$ cat config.mk
export PLATFORM = sky130hd
export DESIGN_NAME = mem_access_ctrl
export DESIGN_NICKNAME = d
export VERILOG_FILES = /design/src/rtl/mem_access_ctrl_pkg.sv /design/src/rtl/mem_access_ctrl_load_data_ext.sv /design/src/rtl/mem_access_ctrl.sv
export SDC_FILE = /design/constraint.sdc
export NUM_CORES = 1
export LEC_CHECK = 0
export BUFFER_PORTS_ARGS = -buffer_cell sky130_fd_sc_hd__buf_2
export CAP_MARGIN = 10
export CORE_UTILIZATION = 53
export CTS_BUF_LIST = sky130_fd_sc_hd__clkbuf_4 sky130_fd_sc_hd__clkbuf_8 sky130_fd_sc_hd__clkbuf_16
export DETAILED_ROUTE_END_ITERATION = 12
export PLACE_DENSITY = 0.82
export SYNTH_ARGS = -nofsm -noshare
export SYNTH_HDL_FRONTEND = slang
export SYNTH_SLANG_ARGS = --single-unit
$ cat constraint.sdc
create_clock -name clk -period 2.8 [get_ports clk]
set_input_delay 0.14 -clock clk [delete_from_list [all_inputs] [get_ports clk]]
set_output_delay 0.14 -clock clk [all_outputs]
set_load 0.01 [all_outputs]
$ cat src/rtl/mem_access_ctrl_pkg.sv
// mem_access_ctrl_pkg: shared EXE op codes, access FSM states and bus size codes
package mem_access_ctrl_pkg;
  localparam logic [7:0] EXE_LB_OP  = 8'b11100000;
  localparam logic [7:0] EXE_LBU_OP = 8'b11100100;
  localparam logic [7:0] EXE_LH_OP  = 8'b11100001;
  localparam logic [7:0] EXE_LHU_OP = 8'b11100101;
  localparam logic [7:0] EXE_LW_OP  = 8'b11100011;
  localparam logic [7:0] EXE_SB_OP  = 8'b11101000;
  localparam logic [7:0] EXE_SH_OP  = 8'b11101001;
  localparam logic [7:0] EXE_SW_OP  = 8'b11101011;
  localparam logic [1:0] SIZE_BYTE = 2'd0;
  localparam logic [1:0] SIZE_HALF = 2'd1;
  localparam logic [1:0] SIZE_WORD = 2'd2;
  typedef enum logic [1:0] {IDLE, ADDR, DATA, DONE} accState_t;
  function automatic logic isStore(input logic [7:0] op);
    return op == EXE_SB_OP || op == EXE_SH_OP || op == EXE_SW_OP;
  endfunction
  function automatic logic [1:0] opSize(input logic [7:0] op);
    return (op == EXE_LB_OP || op == EXE_LBU_OP || op == EXE_SB_OP) ? SIZE_BYTE :
           (op == EXE_LH_OP || op == EXE_LHU_OP || op == EXE_SH_OP) ? SIZE_HALF : SIZE_WORD;
  endfunction
  // sub-word stores are replicated so the slave can pick any lane by addr[1:0]
  function automatic logic [31:0] storeData(input logic [7:0] op, input logic [31:0] w);
    return op == EXE_SB_OP ? {4{w[7:0]}} : op == EXE_SH_OP ? {2{w[15:0]}} : w;
  endfunction
endpackage

$ cat src/rtl/mem_access_ctrl_load_data_ext.sv
// load_data_ext: picks the addressed byte/half of a read word and sign/zero-extends it
module load_data_ext
  import mem_access_ctrl_pkg::*;
(
  input  logic [31:0] rdata,
  input  logic [1:0]  addrLo,
  input  logic [7:0]  op,
  output logic [31:0] result
);
  logic [7:0]  byteSel;
  logic [15:0] halfSel;
  always_comb begin
    byteSel = rdata[{addrLo, 3'b000} +: 8];
    halfSel = addrLo[1] ? rdata[31:16] : rdata[15:0];
    result  = op == EXE_LB_OP  ? {{24{byteSel[7]}}, byteSel} :
              op == EXE_LBU_OP ? {24'b0, byteSel} :
              op == EXE_LH_OP  ? {{16{halfSel[15]}}, halfSel} :
              op == EXE_LHU_OP ? {16'b0, halfSel} : rdata;
  end
endmodule

$ cat src/rtl/mem_access_ctrl.sv
// mem_access_ctrl: MEM-stage data bus initiator (req/addr_ok/data_ok) with pipeline stall.
// Define MEM_ACC_TIMEOUT_EN to abort stuck accesses after TIMEOUT_CYCLES with bus_errM.
module mem_access_ctrl
  import mem_access_ctrl_pkg::*;
#(
  parameter int TIMEOUT_CYCLES = 255
) (
  input  logic        clk,
  input  logic        resetn,
  input  logic        memenM,
  input  logic [7:0]  alucontrolM,
  input  logic [31:0] addrM,
  input  logic [31:0] wdataM,
  input  logic        exceptM,
  input  logic        flushM,
  input  logic        stall_other,
  output logic        data_req,
  output logic        data_wr,
  output logic [1:0]  data_size,
  output logic [31:0] data_addr,
  output logic [31:0] data_wdata,
  input  logic        data_addr_ok,
  input  logic [31:0] data_rdata,
  input  logic        data_data_ok,
  output logic        stall_mem,
  output logic [31:0] rdataM,
  output logic        bus_errM
);
  accState_t state, nextState;
  logic [7:0]  reqOp;
  logic [31:0] loadResult;
  logic accept, busy, finish, killed, discard, timeout;
  assign accept = memenM & ~exceptM & ~flushM;
  assign busy   = state == ADDR | state == DATA;
  assign killed = discard | flushM;
`ifdef MEM_ACC_TIMEOUT_EN
  localparam int CntW = $clog2(TIMEOUT_CYCLES + 1);
  logic [CntW-1:0] waitCnt;
  always_ff @(posedge clk or negedge resetn)
    if (!resetn) waitCnt <= '0;
    else waitCnt <= busy ? waitCnt + 1'b1 : '0;
  assign timeout  = busy & ~finish & waitCnt == CntW'(TIMEOUT_CYCLES - 1);
  assign bus_errM = timeout;
`else
  assign timeout  = 1'b0;
  assign bus_errM = 1'b0;
`endif
  always_ff @(posedge clk or negedge resetn)
    if (!resetn) state <= IDLE;
    else state <= nextState;
  always_comb begin
    nextState = state;
    case (state)
      IDLE:    nextState = accept ? ADDR : IDLE;
      ADDR:    nextState = timeout ? IDLE : finish ? (killed ? IDLE : DONE) : data_addr_ok ? DATA : ADDR;
      DATA:    nextState = timeout ? IDLE : finish ? (killed ? IDLE : DONE) : DATA;
      DONE:    nextState = (flushM | ~stall_other) ? IDLE : DONE;
      default: nextState = IDLE;
    endcase
  end
  // stall is combinational so the first MEM cycle of an access already holds the pipe
  always_comb begin
    data_req  = state == ADDR;
    finish    = (state == ADDR & data_addr_ok & data_data_ok) | (state == DATA & data_data_ok);
    stall_mem = (state == IDLE & accept) | (busy & ~timeout);
  end
  load_data_ext u_ext (
    .rdata  (data_rdata),
    .addrLo (data_addr[1:0]),
    .op     (reqOp),
    .result (loadResult)
  );
  always_ff @(posedge clk or negedge resetn)
    if (!resetn) begin
      data_wr    <= 1'b0;
      data_size  <= SIZE_BYTE;
      data_addr  <= '0;
      data_wdata <= '0;
      reqOp      <= '0;
      discard    <= 1'b0;
      rdataM     <= '0;
    end else begin
      if (state == IDLE & accept) begin
        data_wr    <= isStore(alucontrolM);
        data_size  <= opSize(alucontrolM);
        data_addr  <= addrM;
        data_wdata <= storeData(alucontrolM, wdataM);
        reqOp      <= alucontrolM;
        discard    <= 1'b0;
      end
      // an issued request cannot be withdrawn; remember to drop its result instead
      if (busy & flushM) discard <= 1'b1;
      if (finish & ~killed & ~data_wr) rdataM <= loadResult;
    end
endmodule
# Yosys cells after proc, flatten, opt, wreduce, memory -nomap -nowiden
# Cells that the tools add are included.
word_totals:
  regBits: 110
  input_bits: 112
  output_inout_bits: 102
  wordCells: 68
classes:
  eq_ne: 14
  shift: 1
  muxes: 18
  bitwise_logic: 19
  n_reduce_logical: 8
ops:
  columns: ["cell", "count"]
  rows:
  - ["$mux W32", 6]
  - ["$eq A8 B8 Y1 const B", 11]
  - ["$shiftx A32 B6 Y8", 1]
  - ["$mux W16", 1]
  - ["$mux W2", 7]
  - ["$and A1 B1 Y1", 9]
  - ["$pmux W2 S4", 1]
  - ["$logic_or A1 B1 Y1", 6]
  - ["$not A1 Y1", 5]
  - ["$or A1 B1 Y1", 5]
  - ["$eq A2 B2 Y1 const B", 2]
  - ["$mux W1", 3]
  - ["$eq A2 B1 Y1 const B", 1]
  - ["$logic_not A2 Y1", 1]
  - ["$reduce_bool A2 Y1", 1]

# Depth between registers and ports, before layout
# Gate-level depths: netlist of run 1.
logic_depth:
  word_depth: 6
  depth_mapped: 8
  depth_no_buf: 6

# By module
# A second synthesis of run 1 with hierarchy kept.
unflattened:
  cells_unflattened: 588
  area_unflattened_um2: 5814.3
by_module_without_submodules:
  columns: ["module", "instances", "cells_each", "area_each_um2", "seq_area_each_um2"]
  rows:
  - ["mem_access_ctrl", 1, 466, 4839.6, 2752.6]
  - ["load_data_ext", 1, 122, 974.7, 0.0]

# Least setup slack after synthesis of run 1
# Ideal clock, no wire load.
synth_path:
  kind: "register -> register"
  startpoint: "reg state[1]"
  endpoint: "reg rdataM[15]"
  setup_ns: 0.142
  t_arrival_ns: 1.661
  required_time_ns: 2.658
  slack_ns: 0.997
  path_stages_with_launch: 8
  period_less_slack_ns: 1.803
  cell_sequence: "dfrtp_1 > inv_1 > ha_1 > a21oi_1 > or3_1 > buf_2 > a31oi_4 > a41oi_2"
synth_between:
  elab_chain_len: 6
  elab_cells_between_ends: 8
synth_rtl:
  columns: ["item", "line", "source"]
  rows:
  - ["start, declared", "mem_access_ctrl.sv:29", "accState_t state, nextState;"]
  - ["start signal, assigned", "mem_access_ctrl.sv:50", "else state <= nextState;"]
  - ["$eq A2 B1 Y1", null, null]
  - ["net data_req", "mem_access_ctrl.sv:17", "output logic data_req,"]
  - ["$and A1 B1 Y1 (2 in a row)", "mem_access_ctrl.sv:64", "finish = (state == ADDR & data_addr_ok & data_data_ok) | (state == DATA & data_data_ok);"]
  - ["$or A1 B1 Y1", "mem_access_ctrl.sv:64", null]
  - ["$and A1 B1 Y1 (2 in a row)", "mem_access_ctrl.sv:93", "if (finish & ~killed & ~data_wr) rdataM <= loadResult;"]
  - ["end signal, assigned", "mem_access_ctrl.sv:93", null]
  - ["end, declared", "mem_access_ctrl.sv:26", "output logic [31:0] rdataM,"]
# The timed path passes the listed nets, and every way through them passes these cells.
# A chain may end at the register's enable or synchronous reset.

# Worst setup path after layout of run 1
layout_path:
  startpoint: "reg state[0]"
  endpoint: "out stall_mem"
layout_between:
  elab_chain_len: 3
  elab_cells_between_ends: 6
layout_rtl:
  columns: ["item", "line", "source"]
  rows:
  - ["$eq A2 B1 Y1, or another cell as far along", "mem_access_ctrl.sv:34", "assign busy = state == ADDR | state == DATA;"]
  - ["$or A1 B1 Y1 or $and A1 B1 Y1 (tied branches)", "mem_access_ctrl.sv:34, mem_access_ctrl.sv:65", null]
  - ["$or A1 B1 Y1 *", "mem_access_ctrl.sv:65", "stall_mem = (state == IDLE & accept) | (busy & ~timeout);"]
  - ["end, declared", "mem_access_ctrl.sv:25", "output logic stall_mem,"]
# Mark *: on every way between the ends. The rest lies on a longest branch, timed or not.

==> run summary, run 1 <==
Critical path
- 2.66 ns — critical path required time
- output port — Worst Setup End Kind
- state[1]$_DFF_PN0_ — source of the worst register-to-register timing path
- 93 — critical path peak fanout
- reg2out — type of the setup path with the least slack
- state[0]$_DFF_PN0_ — worst setup path start
- 2.18 ns — data arrival at the endpoint of the critical path
- flop — critical path launch point type

Pwr
- 17.4% — fraction of power consumed by the clock network
- 3.988 mW — Int Power
- 2.523 mW — net switching power figure
- 38.75% — switching power share of the total
- 915.8 nW/um2 — power density of the placed cells
- 43.6% — proportion of power drawn by flip-flops and latches
- 3.600 nW — static power due to leakage
- 0.5055 mV — Max VDD drop
- 39.0% — part of the power in combinational logic
- 6.510 mW — post-layout power

Global routing
- 0 — total congestion overflow
- 94 — pin count of the biggest net entering global routing
- 25310 um — global-route wire length before repair
- 5230 — vias in the first global route
- 0 — initial antenna violation count
- 31.55% — global router's overall resource usage

Finish
- 923 — Total Nets Final
- sky130_fd_sc_hd__buf_2 — most common library cell in the layout ignoring fill and taps
- 2432 um2 — footprint of the multi-input gates
- 0 — diodes inserted
- 72.40% — final core utilization
- sky130_fd_sc_hd__buf_2, sky130_fd_sc_hd__nand2_1, sky130_fd_sc_hd__dfrtp_1 — commonest non-fill, non-tap cells in the layout
- 7109 um2 — Final Cell Area
- 2753 um2 — sequential cell area
- 736 — fill cell instance count of the final layout
- 944 — number of standard cells in the final layout excluding fillers
- 32.17% — area growth from synthesis to final layout
- 32.68% — fraction of layout cells with a size suffix above 1

Synthesis
- 100.0% — async set-or-reset flop fraction in the synthesized netlist
- 51.17% — sequential element share of the synthesized area
- 0 — Post-synth EDFFs
- 694 — net count of the mapped netlist
- 577 — cell count after synthesis
- sky130_fd_sc_hd__dfrtp_1 — Primary FF master, synth
- 110 — #FFs+latches synth
- 5379 um2 — post-synthesis cell area
- 9.322 um2 — Avg Cell Area, Syn
- 0 — count of synthesis-stage warnings from yosys
- 44 — Yosys cell types

Worst hold path
- alucontrolM[6] — Worst Min Path Start
- in2reg — type of the most critical hold path

Detailed routing
- 0 — DRT antenna net count
- 5.660 — detail-routed via count per cell
- 413 — number of violations reported at the end of detailed-routing iteration 0
- 0 — DR DRC count
- 5343 — routed via count
- 5 — DR pass1 iterations
- 16560 um — drt total wl
- 17.54 um — routed wire length per instance

Clock network
- 3 — H-Tree Level Count
- 9 — number of buffers inserted during clock tree synthesis
- built — CTS tree
- 0.10 ns — Clk pin slew, worst setup/hold paths
- sky130_fd_sc_hd__clkbuf_8 — clock tree root buffer cell
- 110 — clock net sink count
- 0 — post-CTS setup buffer count
- 0.37 ns — clk_lat worst skew
- 2 — CTS Buffer Depth

Floorplan
- 214 — total I/O pin count
- 102.7 um — Chip Width
- 102.7 um — Vert. Die Dim
- 54.78% — effective utilization at floorplan
- 36 — site row count
- 10560 um2 — Die ar.
- 9819 um2 — CORE AREA

STA
- 0 — final setup fails
- 430.7 MHz — Fmax achieved
- false — setup repair after global routing missed its margin
- 0 — final number of hold-violating endpoints
- 82.93% — Final period util
- 0.01132 ns — Min Hold Slack
- 0.8833 ns — actual slew at the worst max-slew pin
- 0.4781 ns — fin worst setup slack
- 0.008337 ns — Worst Skew
- 0 — final count of pins violating max slew
- 2.322 ns — time the final worst path needs with I/O delays and setup
- 0 ns — total negative slack for setup checks
- 39.59% — relative slew slack

Place
- 891 — placed instance count
- 0.8970 — final estimated routing congestion in global placement
- 0.6838 ns — worst setup timing slack at the placement stage
- 10910 um — HPWL Detailed
- 6502 um2 — placement-stage cell area
- 212 — Port-buffer cells

Run
- 0 — number of max-cap violations

Outcome
- completed — status

==> power groups by stage <==
stage | combinational (mW) | clock [mW] | sequential, mW
after floorplan | 1.14 | 0 | 3.03
after detailed placement | 2.47 | 0 | 2.83
final | 2.54 | 1.13 | 2.84
after global routing | 2.80 | 1.22 | 2.92
after CTS | 2.51 | 1.14 | 2.82
after global placement | 2.39 | 0 | 2.81
==> path summary, 6_finish.rpt <==
check                                             end  depth (start not counted)  slack (ns)
max                                         stall_mem                          6        0.48
min in group asynchronous  data_wdata[19]$_DFFE_PN0P_                          2        0.32
min                              reqOp[6]$_DFFE_PN0P_                          3        0.01
max in group asynchronous   data_addr[30]$_DFFE_PN0P_                          3        1.70
max reg2reg                    rdataM[21]$_DFFE_PN0P_                          7        0.65
min reg2reg                 data_addr[18]$_DFFE_PN0P_                          2        0.49
==> state kept, by name, indices dropped and copies added (netlist names) <==
name	flops
data_size	2
data_wr	1
data_addr	32
state	2
data_wdata	32
reqOp	8
rdataM	32
discard	1
==> Yosys cell counts (2+ instances only) <==
cell,count,share of area (%)
sky130_fd_sc_hd__nor3_2,3,0.56
sky130_fd_sc_hd__o21a_1,2,0.28
sky130_fd_sc_hd__clkbuf_1,21,1.5
sky130_fd_sc_hd__buf_2,3,0.28
sky130_fd_sc_hd__nand3_1,9,0.84
sky130_fd_sc_hd__inv_1,2,0.14
sky130_fd_sc_hd__nor2b_1,8,0.93
sky130_fd_sc_hd__nand2_1,173,12
sky130_fd_sc_hd__a21oi_1,42,3.9
sky130_fd_sc_hd__buf_1,5,0.35
sky130_fd_sc_hd__dfrtp_1,110,51
sky130_fd_sc_hd__nor4_1,8,0.93
sky130_fd_sc_hd__buf_4,8,1.1
sky130_fd_sc_hd__nor2_1,46,3.2
sky130_fd_sc_hd__nand3b_1,4,0.56
sky130_fd_sc_hd__o21ai_0,31,2.9
sky130_fd_sc_hd__and4_1,7,1.1
sky130_fd_sc_hd__a22o_1,9,1.5
sky130_fd_sc_hd__mux4_2,8,3.3
sky130_fd_sc_hd__buf_6,3,0.63
sky130_fd_sc_hd__o221a_2,7,1.5
sky130_fd_sc_hd__a31oi_1,15,1.7
sky130_fd_sc_hd__nand2b_1,12,1.4
sky130_fd_sc_hd__mux2i_1,17,3.2
sky130_fd_sc_hd__ha_1,5,1.2
==> worst max-delay path, stage by stage (launching register included) <==
cell	delay, ns
sky130_fd_sc_hd__dfrtp_1	0.40
sky130_fd_sc_hd__inv_1	0.10
sky130_fd_sc_hd__ha_1	0.25
sky130_fd_sc_hd__nand3_4	0.07
sky130_fd_sc_hd__buf_4	0.68
sky130_fd_sc_hd__nand2b_1	0.12
sky130_fd_sc_hd__buf_2	0.18
==> layer usage <==
layer / GRT usage, % / vias up / part of all wire (%)
met3: 6.915 / 68 / 8.3
met2: 53.18 / 310 / 51
met4: 15.38 / 0 / 3.9
li1: - / 2427 / -
met1: 38.56 / 2538 / 37
met5: 0 / - / 0
==> cell type report <==
| type | instances | area share [%] |
|---|---|---|
| Multi-Input combinational cell | 425 | 34.21 |
| Timing Repair Buffer | 258 | 21.30 |
| Clock inverter | 7 | 1.584 |
| Sequential cell | 110 | 38.72 |
| Tap cell | 133 | 2.341 |
| Inverter | 2 | 0.1056 |
| Clock buffer | 9 | 1.742 |
==> cell families (layout without fill, tap and decap cells) <==
kind of cell | after synthesis | count (layout) | synth area share [%]
AO/OA/AOI/OAI | 114 | 114 | 13.38
adder cells (fa/ha/maj) | 5 | 5 | 1.163
buffers and inverters | 42 | 276 | 3.978
flip-flops | 110 | 110 | 51.17
multiplexers | 25 | 25 | 6.513
other | 1 | 1 | 0.06972
AND/OR/NAND/NOR | 280 | 280 | 23.73
==> what timing repair did <==
action,CTS,global route
gates resized for setup,0,0
hold buffers,37,0
endpoints found under the hold margin,82,0
Power figures use the tool's default switching activity.
==> run 2: changes to the inputs <==
Settings changed: ABC_AREA from default to 1, CORE_UTILIZATION 53 to 45, PLACE_DENSITY 0.82 to 0.73.
Clock period 2.8 ns to 2.1 ns, I/O delays scaled along.
==> run summary, run 2 <==
Critical path
- 2.34 ns — critical path required time, was 2.66 ns
- in2reg — type of the setup path with the least slack, was reg2out
- 0.53 ns — largest stage delay on the critical path, was 0.68 ns
- simple AND/OR/NAND/NOR gates — kind of cell adding the most delay to the critical path, was buffers and inverters
- 1.98 ns — data arrival at the endpoint of the critical path, was 2.18 ns
- 2 — CP Buf/Inv Count, was 3
- flop — Worst Setup End Kind, was output port
- 15 — critical path peak fanout, was 93
- sky130_fd_sc_hd__dlygate4sd3_1 — worst-path cell with the longest stage delay, was sky130_fd_sc_hd__buf_4
- rdataM[4]$_DFFE_PN0P_ — endpoint of the worst-slack reg-to-reg timing path, was rdataM[21]$_DFFE_PN0P_
- sky130_fd_sc_hd__nand2_1 — CP dominant cell by count
- 9 — number of cells on the critical path, was 6
- dlygate4sd3_1 > buf_2 > nand4_1 > nor2_4 > nand2_1 > nand2_1 > nand2_1 > nand2_1 > a21oi_1 — cells traversed along the worst timing path, was inv_1 > ha_1 > nand3_4 > buf_4 > nand2b_1 > buf_2
- primary input — critical path launch point type, was flop
- state[1]$_DFF_PN0_ — source of the worst register-to-register timing path, unchanged
- 0.36 ns — r2r setup slk, was 0.65 ns
- 11 — path depth of the worst reg2reg path, was 7

Place
- 11700 um — HPWL Detailed, was 10910 um
- 0.8757 — final estimated routing congestion in global placement, was 0.8970
- 6954 um2 — placement-stage cell area, was 6502 um2
- 212 — Port-buffer cells, unchanged
- 0.3736 ns — worst setup timing slack at the placement stage, was 0.6838 ns

Clock network
- 3 — H-Tree Level Count, unchanged
- 110 — clock net sink count, unchanged
- 9 — number of buffers inserted during clock tree synthesis, unchanged
- 0 — post-CTS setup buffer count, unchanged
- 2 — CTS Buffer Depth, unchanged
- 0.34 ns — clk_lat worst skew, was 0.37 ns
- built — CTS tree, unchanged
- sky130_fd_sc_hd__clkbuf_16 — clock tree root buffer cell, was sky130_fd_sc_hd__clkbuf_8
- 0.07 ns — Clk pin slew, worst setup/hold paths, was 0.10 ns

Floorplan
- 12260 um2 — CORE AREA, was 9819 um2
- 115.2 um — Chip Width, was 102.7 um
- 46.99% — effective utilization at floorplan, was 54.78%
- 13260 um2 — Die ar., was 10560 um2
- 40 — site row count, was 36
- 115.2 um — Vert. Die Dim, was 102.7 um
- 214 — total I/O pin count, unchanged

Detailed routing
- 4.859 — detail-routed via count per cell, was 5.660
- 5743 — routed via count, was 5343
- 14.05 um — routed wire length per instance, was 17.54 um
- 0 — DR DRC count, unchanged
- 0 — DRT antenna net count, unchanged
- 16610 um — drt total wl, was 16560 um
- 5 — DR pass1 iterations, unchanged
- 402 — number of violations reported at the end of detailed-routing iteration 0, was 413

Finish
- 26.48% — fraction of layout cells with a size suffix above 1, was 32.68%
- data_addr x32, data_wdata x32, rdataM x32 — biggest registers after layout, unchanged
- sky130_fd_sc_hd__nand2_1 — most common library cell in the layout ignoring fill and taps, was sky130_fd_sc_hd__buf_2
- 1125 — Total Nets Final, was 923
- 31.90% — area growth from synthesis to final layout, was 32.17%
- 7600 um2 — Final Cell Area, was 7109 um2
- sky130_fd_sc_hd__nand2_1, sky130_fd_sc_hd__buf_2, sky130_fd_sc_hd__dfrtp_1 — commonest non-fill, non-tap cells in the layout, was sky130_fd_sc_hd__buf_2, sky130_fd_sc_hd__nand2_1, sky130_fd_sc_hd__dfrtp_1

Worst hold path
- data_wdata[15]$_DFFE_PN0P_ — Min-Delay Endpoint, was reqOp[6]$_DFFE_PN0P_
- in2reg — type of the most critical hold path, unchanged
- wdataM[15] — Worst Min Path Start, was alucontrolM[6]
- 3 — instance count along the most critical hold path, unchanged

Global routing
- 0 — total congestion overflow, unchanged
- 42.85% — met2 global-route usage, was 53.18%
- met2 — most used routing layer, unchanged
- 62 — pin count of the biggest net entering global routing, was 94
- 26300 um — global-route wire length before repair, was 25310 um
- 6.326% — met3 Usage GRT, was 6.915%
- 5476 — vias in the first global route, was 5230
- 25.71% — global router's overall resource usage, was 31.55%
- 32.39% — met1 GRT Util, was 38.56%
- 0 — initial antenna violation count, unchanged

Pwr
- 4.410 nW — static power due to leakage, was 3.600 nW
- 1177 nW/um2 — power density of the placed cells, was 915.8 nW/um2
- 0.7165 mV — Max VDD drop, was 0.5055 mV

Synthesis
- 0 — count of synthesis-stage warnings from yosys, unchanged
- 774 — cell count after synthesis, was 577
- 47.77% — share of the synthesized area in the top cell type, was 51.17%
- 7.444 um2 — Avg Cell Area, Syn, was 9.322 um2
- sky130_fd_sc_hd__dfrtp_1 — library cell with the largest summed area after synthesis, unchanged
- 5762 um2 — post-synthesis cell area, was 5379 um2
- 891 — net count of the mapped netlist, was 694
- 0 — Post-synth EDFFs, unchanged
- 100.0% — async set-or-reset flop fraction in the synthesized netlist, unchanged
- sky130_fd_sc_hd__dfrtp_1 — Primary FF master, synth, unchanged
- 47.77% — sequential element share of the synthesized area, was 51.17%
- sky130_fd_sc_hd__nand2_1 — most repeated cell in the gate-level netlist after synthesis, unchanged
- 30 — Yosys cell types, was 44
- 110 — #FFs+latches synth, unchanged
- sky130_fd_sc_hd__dfrtp_1, sky130_fd_sc_hd__nand2_1, sky130_fd_sc_hd__inv_1, sky130_fd_sc_hd__a21oi_1, sky130_fd_sc_hd__nor2_1 — main area contributors after synthesis, was sky130_fd_sc_hd__dfrtp_1, sky130_fd_sc_hd__nand2_1, sky130_fd_sc_hd__a21oi_1, sky130_fd_sc_hd__mux4_2, sky130_fd_sc_hd__nor2_1
- sky130_fd_sc_hd__nand2_1, sky130_fd_sc_hd__dfrtp_1, sky130_fd_sc_hd__inv_1, sky130_fd_sc_hd__nor2_1, sky130_fd_sc_hd__a21oi_1 — commonest cells in the netlist, was sky130_fd_sc_hd__nand2_1, sky130_fd_sc_hd__dfrtp_1, sky130_fd_sc_hd__nor2_1, sky130_fd_sc_hd__a21oi_1, sky130_fd_sc_hd__o21ai_0

STA
- false — setup repair after global routing missed its margin, unchanged
- 0 ns — total negative slack for setup checks, unchanged
- 0 — final setup fails, unchanged
- 66.17% — relative slew slack, was 39.59%
- 0.01044 ns — Worst Skew, was 0.008337 ns
- 83.09% — Final period util
- 0.5074 ns — actual slew at the worst max-slew pin, was 0.8833 ns
- 0 — final number of hold-violating endpoints, unchanged
- 0.01396 ns — Min Hold Slack, was 0.01132 ns
- 1.745 ns — time the final worst path needs with I/O delays and setup
- 0 — final count of pins violating max slew, unchanged
- 573.1 MHz — Fmax achieved
- 0.3551 ns — fin worst setup slack, was 0.4781 ns

Run
- 0 — number of max-cap violations, unchanged

Outcome
- completed — status, unchanged

[run 2: report_power, final]
group	total (mW)	internal, mW	switching (mW)	leakage, nW
combinational	3.63	1.54	2.09	2.99
clock	1.63	0.821	0.814	0.135
sequential	3.68	3.09	0.586	1.28
[run 2: what timing repair did]
item	in CTS	in global routing
resized for setup	0	0
setup endpoints to repair	0	0
endpoints found under the hold margin	70	0
hold buffers	36	0
[run 2: worst max-delay path by stage]
| stage | from | end | slack (ns) |
|---|---|---|---|
| after global placement | state[1]$_DFF_PN0_ | rdataM[16]$_DFFE_PN0P_ | 0.46 |
| final | alucontrolM[5] | data_wdata[26]$_DFFE_PN0P_ | 0.36 |
| after CTS | state[0]$_DFF_PN0_ | stall_mem | 0.35 |
| after global routing | state[0]$_DFF_PN0_ | rdataM[4]$_DFFE_PN0P_ | 0.19 |
| after detailed placement | state[1]$_DFF_PN0_ | rdataM[31]$_DFFE_PN0P_ | 0.37 |
| after floorplan | state[1]$_DFF_PN0_ | rdataM[28]$_DFFE_PN0P_ | 0.42 |
[run 2: per-layer routing]
layer	share of wire, %	wire (um)
met1	42	7016
met5	0	0
met2	47	7842
met4	2.2	364
met3	8.3	1383
[run 2: cell families (layout without fill, tap and decap cells)]
family / after synthesis / count (layout) / synth area share [%]
other cells: 1 / 3 / 0.06508
fa+ha+maj: 5 / 5 / 1.086
compound gates: 110 / 110 / 10.97
simple gates: 431 / 431 / 30.99
flops: 110 / 110 / 47.77
buf+inv: 117 / 355 / 9.120
[run 2: through the flow]
step                      power [mW]  util (%)  std cells
after floorplan                5.766         -        774
after global placement         7.223     56.71       1129
after detailed placement       7.275     56.71       1129
after CTS                      8.996     61.94       1180
after global routing           9.640     61.94       1180
final                          8.946     61.98       1182
[run 2: final cells by class]
type	count	area, um2
sequential	110	2753
tap	168	210.2
multi-input combinational	547	2489
clock inverter	6	55.05
fill	1106	4662
inverter	81	306.5
clock buffer	9	225.2
antenna	2	5.005
timing repair buffer	259	1556
[run 2: tightest hold or removal path: stages]
cell	delay [ns]
sky130_fd_sc_hd__buf_2	0.10
sky130_fd_sc_hd__nand2_1	0.06
sky130_fd_sc_hd__a21oi_1	0.06
